[src/rtl/pe_custom_inport.sv]
// ============================================================================
// Module   : pe_custom_inport
// Brief    : Receive side of the PE custom port. Detects flit arrivals from
//            toggles of the differential pair and buffers them in a FWFT FIFO
//            with a valid/ack head and one credit pulse per consumed flit.
// Revision : 1.0  initial release
// ============================================================================
`default_nettype none

module pe_custom_inport #(
  parameter int FLIT_WIDTH = 40,
  parameter int FIFO_DEPTH = 4,
  parameter int PTR_WIDTH  = 2
) (
  input  logic                  clka,
  input  logic                  rsta,
  input  logic [FLIT_WIDTH-1:0] channel_din,
  input  logic [1:0]            diff_pair_din,
  input  logic                  pe_ack_din,
  input  logic                  err_clear_din,
  output logic [FLIT_WIDTH-1:0] flit_dout,
  output logic                  flit_valid_dout,
  output logic                  credit_dout,
  output logic [PTR_WIDTH:0]    occupancy_dout,
  output logic                  overflow_dout,
  output logic                  line_error_dout
);

  localparam logic [1:0]         c_PAIR_IDLE = 2'b01;
  localparam logic [PTR_WIDTH:0] c_DEPTH     = (PTR_WIDTH+1)'(FIFO_DEPTH);
  localparam logic [PTR_WIDTH:0] c_PTR_ONE   = (PTR_WIDTH+1)'(1);

  logic [FLIT_WIDTH-1:0] r_mem [FIFO_DEPTH];
  logic [PTR_WIDTH:0]    r_wr_ptr;
  logic [PTR_WIDTH:0]    r_rd_ptr;
  logic [PTR_WIDTH:0]    r_count;
  logic [1:0]            r_pair_q;
  logic                  r_valid;
  logic [FLIT_WIDTH-1:0] r_flit;
  logic                  r_credit;
  logic                  r_overflow;
  logic                  r_line_err;

  logic                  w_legal;
  logic                  w_arrival;
  logic                  w_full;
  logic                  w_pop;
  logic                  w_push;
  logic                  w_drop;
  logic [PTR_WIDTH:0]    w_wr_ptr_nxt;
  logic [PTR_WIDTH:0]    w_rd_ptr_nxt;
  logic [PTR_WIDTH:0]    w_count_nxt;
  logic [PTR_WIDTH-1:0]  w_wr_idx;
  logic [PTR_WIDTH-1:0]  w_rd_idx_nxt;
  logic [FLIT_WIDTH-1:0] w_head_nxt;

  // Legal codes are exactly the two one-hot values; 00/11 are line faults.
  assign w_legal   = diff_pair_din[1] ^ diff_pair_din[0];
  assign w_arrival = w_legal && (diff_pair_din != r_pair_q);

  assign w_full = (r_count == c_DEPTH);
  assign w_pop  = pe_ack_din && r_valid;
  assign w_push = w_arrival && (!w_full || w_pop);
  assign w_drop = w_arrival && !w_push;

  assign w_wr_ptr_nxt = w_push ? (r_wr_ptr + c_PTR_ONE) : r_wr_ptr;
  assign w_rd_ptr_nxt = w_pop  ? (r_rd_ptr + c_PTR_ONE) : r_rd_ptr;
  // Extended pointers make the difference the exact occupancy, 0..DEPTH.
  assign w_count_nxt  = w_wr_ptr_nxt - w_rd_ptr_nxt;

  assign w_wr_idx     = r_wr_ptr[PTR_WIDTH-1:0];
  assign w_rd_idx_nxt = w_rd_ptr_nxt[PTR_WIDTH-1:0];

  // The next head is the incoming flit only when it lands in the head slot,
  // i.e. it becomes the sole entry; otherwise it is already in storage.
  always_comb begin
    w_head_nxt = r_mem[w_rd_idx_nxt];
    if (w_push && (w_wr_idx == w_rd_idx_nxt)) begin
      w_head_nxt = channel_din;
    end
  end

  always_ff @(posedge clka) begin
    if (w_push) begin
      r_mem[w_wr_idx] <= channel_din;
    end
  end

  always_ff @(posedge clka or negedge rsta) begin
    if (!rsta) begin
      r_wr_ptr <= '0;
      r_rd_ptr <= '0;
      r_count  <= '0;
      r_valid  <= 1'b0;
      r_flit   <= '0;
    end else begin
      r_wr_ptr <= w_wr_ptr_nxt;
      r_rd_ptr <= w_rd_ptr_nxt;
      r_count  <= w_count_nxt;
      r_valid  <= (w_count_nxt != '0);
      if (w_count_nxt != '0) begin
        r_flit <= w_head_nxt;
      end
    end
  end

  always_ff @(posedge clka or negedge rsta) begin
    if (!rsta) begin
      r_pair_q   <= c_PAIR_IDLE;
      r_credit   <= 1'b0;
      r_overflow <= 1'b0;
      r_line_err <= 1'b0;
    end else begin
      if (w_legal) begin
        r_pair_q <= diff_pair_din;
      end
      r_credit   <= w_pop;
      // A fresh event outranks a clear in the same cycle.
      r_overflow <= w_drop   | (r_overflow & ~err_clear_din);
      r_line_err <= ~w_legal | (r_line_err & ~err_clear_din);
    end
  end

  assign flit_dout       = r_flit;
  assign flit_valid_dout = r_valid;
  assign credit_dout     = r_credit;
  assign occupancy_dout  = r_count;
  assign overflow_dout   = r_overflow;
  assign line_error_dout = r_line_err;

endmodule

`default_nettype wire

[config.mk]
export PLATFORM = sky130hd
export DESIGN_NAME = pe_custom_inport
export DESIGN_NICKNAME = d
export VERILOG_FILES = /design/src/rtl/pe_custom_inport.sv
export SDC_FILE = /design/constraint.sdc
export NUM_CORES = 1
export LEC_CHECK = 0
export ABC_AREA = 1
export CAP_MARGIN = 20
export CELL_PAD_IN_SITES_DETAIL_PLACEMENT = 0
export CELL_PAD_IN_SITES_GLOBAL_PLACEMENT = 2
export CORE_MARGIN = 10
export CORE_UTILIZATION = 39
export CTS_CLUSTER_DIAMETER = 40
export DETAILED_ROUTE_END_ITERATION = 7
export GPL_ROUTABILITY_DRIVEN = 0
export GPL_TIMING_DRIVEN = 0
export PLACE_DENSITY = 0.86
export SLEW_MARGIN = 10
export SYNTH_ARGS = -nofsm -noshare
export SYNTH_HDL_FRONTEND = slang
export SYNTH_SLANG_ARGS = --single-unit
[constraint.sdc]
create_clock -name clka -period 4.59 [get_ports clka]
set_input_delay 0.918 -clock clka [delete_from_list [all_inputs] [get_ports clka]]
set_output_delay 0.918 -clock clka [all_outputs]
set_load 0.01 [all_outputs]
==> run summary <==
outcome - finished, final reports clean
Syn Nets - 1012
Die Area - 30960 um2
top post-synthesis cells by area - edfxtp_1 (51%), nand2_1 (17%), dfrtp_1 (14%), nand3_1 (4.6%), nand3b_1 (3.2%)
Clock Pin Slew Worst Setup and Hold Paths - 0.06 ns
Fmax - 0.2465 GHz
CP cell instances - clkdlybuf4s50_1 > nand3_1 > nand2_1 > inv_1 > buf_2 > ha_1 > fa_1 > nand2_1 > inv_1 > clkbuf_1 > nand4_1 > nand2_1
setup violators final - 0
port bufs - 92
Inserted Diodes - 0
Rel. slew slack - 0.4708
largest net degree at the start of global routing - 45
Psw - 4.107 mW
Layout area overhead - 27.92%
CTS tree - yes
vias in the first global route - 7112
Worst path slowest cell - clkbuf_1
Max Root-Sink Buffers - 3
fin crit period - 4.057 ns
internal power - 5.599 mW
Max H-tree Level - 2
clk_lat worst skew - 0.50 ns
final hold slack - 0.2664 ns
1st-iter DRT viols - 374
Comb power frac - 0.457
Critical Path AT - 4.49 ns
Post-Route Utilization - 0.5034
final hold viol count - 0
most frequent CP cell - nand2_1
Routed WL per cell - 18.17 um
share of cells above drive strength 1 - 0.09026
crit path kind - in -> reg
Initial Utilization - 0.3935
Netlist Area Pre-Place - 9487 um2
total of max-cap violations - 0
count of cell types in the netlist - 23
FF+latch count, synth - 215
sequential power share - 0.286
area share of the largest cell type after synthesis - 0.5065
Worst Setup Start Kind - input pin
Seq/Total Area, Yosys - 0.6517
fill cell count - 2263
post-route ant nets - 0
delay of the slowest critical-path stage - 0.63 ns
Resized Gates After CTS - 0
cells after synthesis - 959
worst min path class - in -> async
maximum vdd drop - 0.0003920 V
DRC Markers - 0
post-DP HPWL - 16.26 mm
routed vias/inst - 4.913
FP Rows - 57
Synth Warn # - 0
Power Density - 799.8 nW/um2
die height - 176.0 um
first-pass GRT wire length - 40.52 mm
Mapped Avg Cell Area - 9.892 um2
CP bufs+invs - 5
NumNets Final - 1147
worst slew pin tran - 0.7937 ns
switching share of power - 0.4232
critical-path maximum fanout - 11
clock sink count - 215
Total GRT Usage - 0.1690
hold buffer count at CTS - 0
DR pass1 iterations - 5
Layout Skew - 0.01549 ns
cell taking the most area after synthesis - edfxtp_1
initial antenna violation count - 0
Clk pwr share - 0.257
worst path required time - 5.02 ns
Core Box Area - 24110 um2
chip width - 176.0 um
RSZ-0062 raised after global routing - no
cts bufs inserted - 34
Max Slew Vio Count - 0
Root Buffer - clkbuf_16
leakage power - 5.278 nW
final WL - 26.22 mm
postcts setup bufs - 0
Via Count - 7089
crit end category - flop
fin crit share - 0.8839
Crit path max-delay family - buffers and inverters
io pins - 93
GR Overflow Total - 0
-- sequential cells by signal, indices dropped and copies added (netlist names) --
name	count
credit_dout	1
occupancy_dout	3
overflow_dout	1
r_pair_q	2
r_wr_ptr	3
flit_dout	40
flit_valid_dout	1
r_mem	160
r_rd_ptr	3
line_error_dout	1
-- cells in the final DEF (no fill, tap or decap), types with 6 or more instances in the layout --
master             n
nand2_1          420
edfxtp_1         160
clkdlybuf4s50_1   91
nand3_1           87
inv_1             70
dfrtp_1           54
nand4_1           41
nand3b_1          40
clkbuf_16         35
clkbuf_1          34
buf_2             25
nor2_1             7
ha_1               6
-- final cells by class --
cell class	instances	area [um2]	share of cell area
Clock buffer	41	918.4	0.07568
Tap cell	324	405.4	0.03341
Buffer	56	241.5	0.01990
Sequential cell	215	6182	0.5094
Multi-Input combinational cell	618	2830	0.2332
Clock inverter	20	198.9	0.01639
Inverter	70	262.8	0.02165
Timing Repair Buffer	99	1096	0.09032
-- power groups by stage --
stage / logic [mW] / registers [mW] / clock network [mW]
after floorplan: 2.56 / 2.89 / 0
after global placement: 4.36 / 2.83 / 0
after detailed placement: 4.45 / 2.81 / 0
after CTS: 4.48 / 2.78 / 2.53
after global routing: 4.99 / 2.83 / 2.62
final: 4.43 / 2.78 / 2.49
-- cells in the mapped netlist --
master and count:
nand2_2 3, o21ai_2 1, dfrtp_1 54, xor2_1 1
inv_1 70, xor2_2 1, buf_1 1, ha_1 6
buf_2 25, fa_1 1, nand3_1 87, nand3_2 1
clkbuf_1 30, nor2_1 11, dfstp_2 1, o22ai_1 2
nand4_1 41, nor2_2 1, nand3b_1 40, xnor2_1 1
o21ai_0 1, edfxtp_1 160, nand2_1 420
-- worst register-to-register path: stages, from the launching register on --
cell	delay [ns]
dfrtp_1	0.43
nand3_1	0.30
nand2_1	0.39
inv_1	0.18
buf_2	0.27
ha_1	0.24
fa_1	0.55
nand2_1	0.06
inv_1	0.16
clkbuf_1	0.63
nand4_1	0.19
nand2_1	0.10
-- final timing paths --
check	start	end	slack, ns	cells past startpoint
worst max-delay path	pe_ack_din	flit_dout[37]	0.53	12
worst min-delay path	rsta	flit_dout[8]	0.27	1
worst max register to register	flit_valid_dout	flit_dout[37]	1.04	11
worst min register to register	r_pair_q[0]	r_pair_q[0]	0.51	2
max in group asynchronous	rsta	r_pair_q[0]	3.74	2
min in group clka	r_pair_q[0]	r_pair_q[0]	0.51	2
-- layer usage --
layer / GRT usage / routed length, um
met5: 0 / 0
met2: 0.2692 / 12180
met4: 0.06394 / 775
met1: 0.2171 / 11300
met3: 0.04485 / 1954
-- per-stage QoR --
| stage | total power [mW] | worst slack (ns) | TNS [ns] | std cells | area [um2] |
|---|---|---|---|---|---|
| after floorplan | 5.449 | 1.047 | 0 | 959 | 9487 |
| after CTS | 9.792 | 0.5987 | 0 | 1443 | 12140 |
| after global routing | 10.44 | 0.3691 | 0 | 1443 | 12140 |
| after global placement | 7.191 | -1.347 | -195.96 | 1375 | 10810 |
| after detailed placement | 7.257 | 0.1083 | 0 | 1382 | 11020 |
| final | 9.705 | 0.5328 | 0 | 1443 | 12140 |
-- kinds of logic (layout without fill, tap and decap cells) --
group,after synthesis,in the layout,share of synthesized area
AO/OA/AOI/OAI,4,4,0.002769
XOR/XNOR,3,3,0.003562
adder cells (fa/ha/maj),7,7,0.01002
buffers and inverters,126,286,0.05315
flip-flops,215,215,0.6517
AND/OR/NAND/NOR,604,604,0.2788
Note: power is estimated with default switching activity, not from simulation.
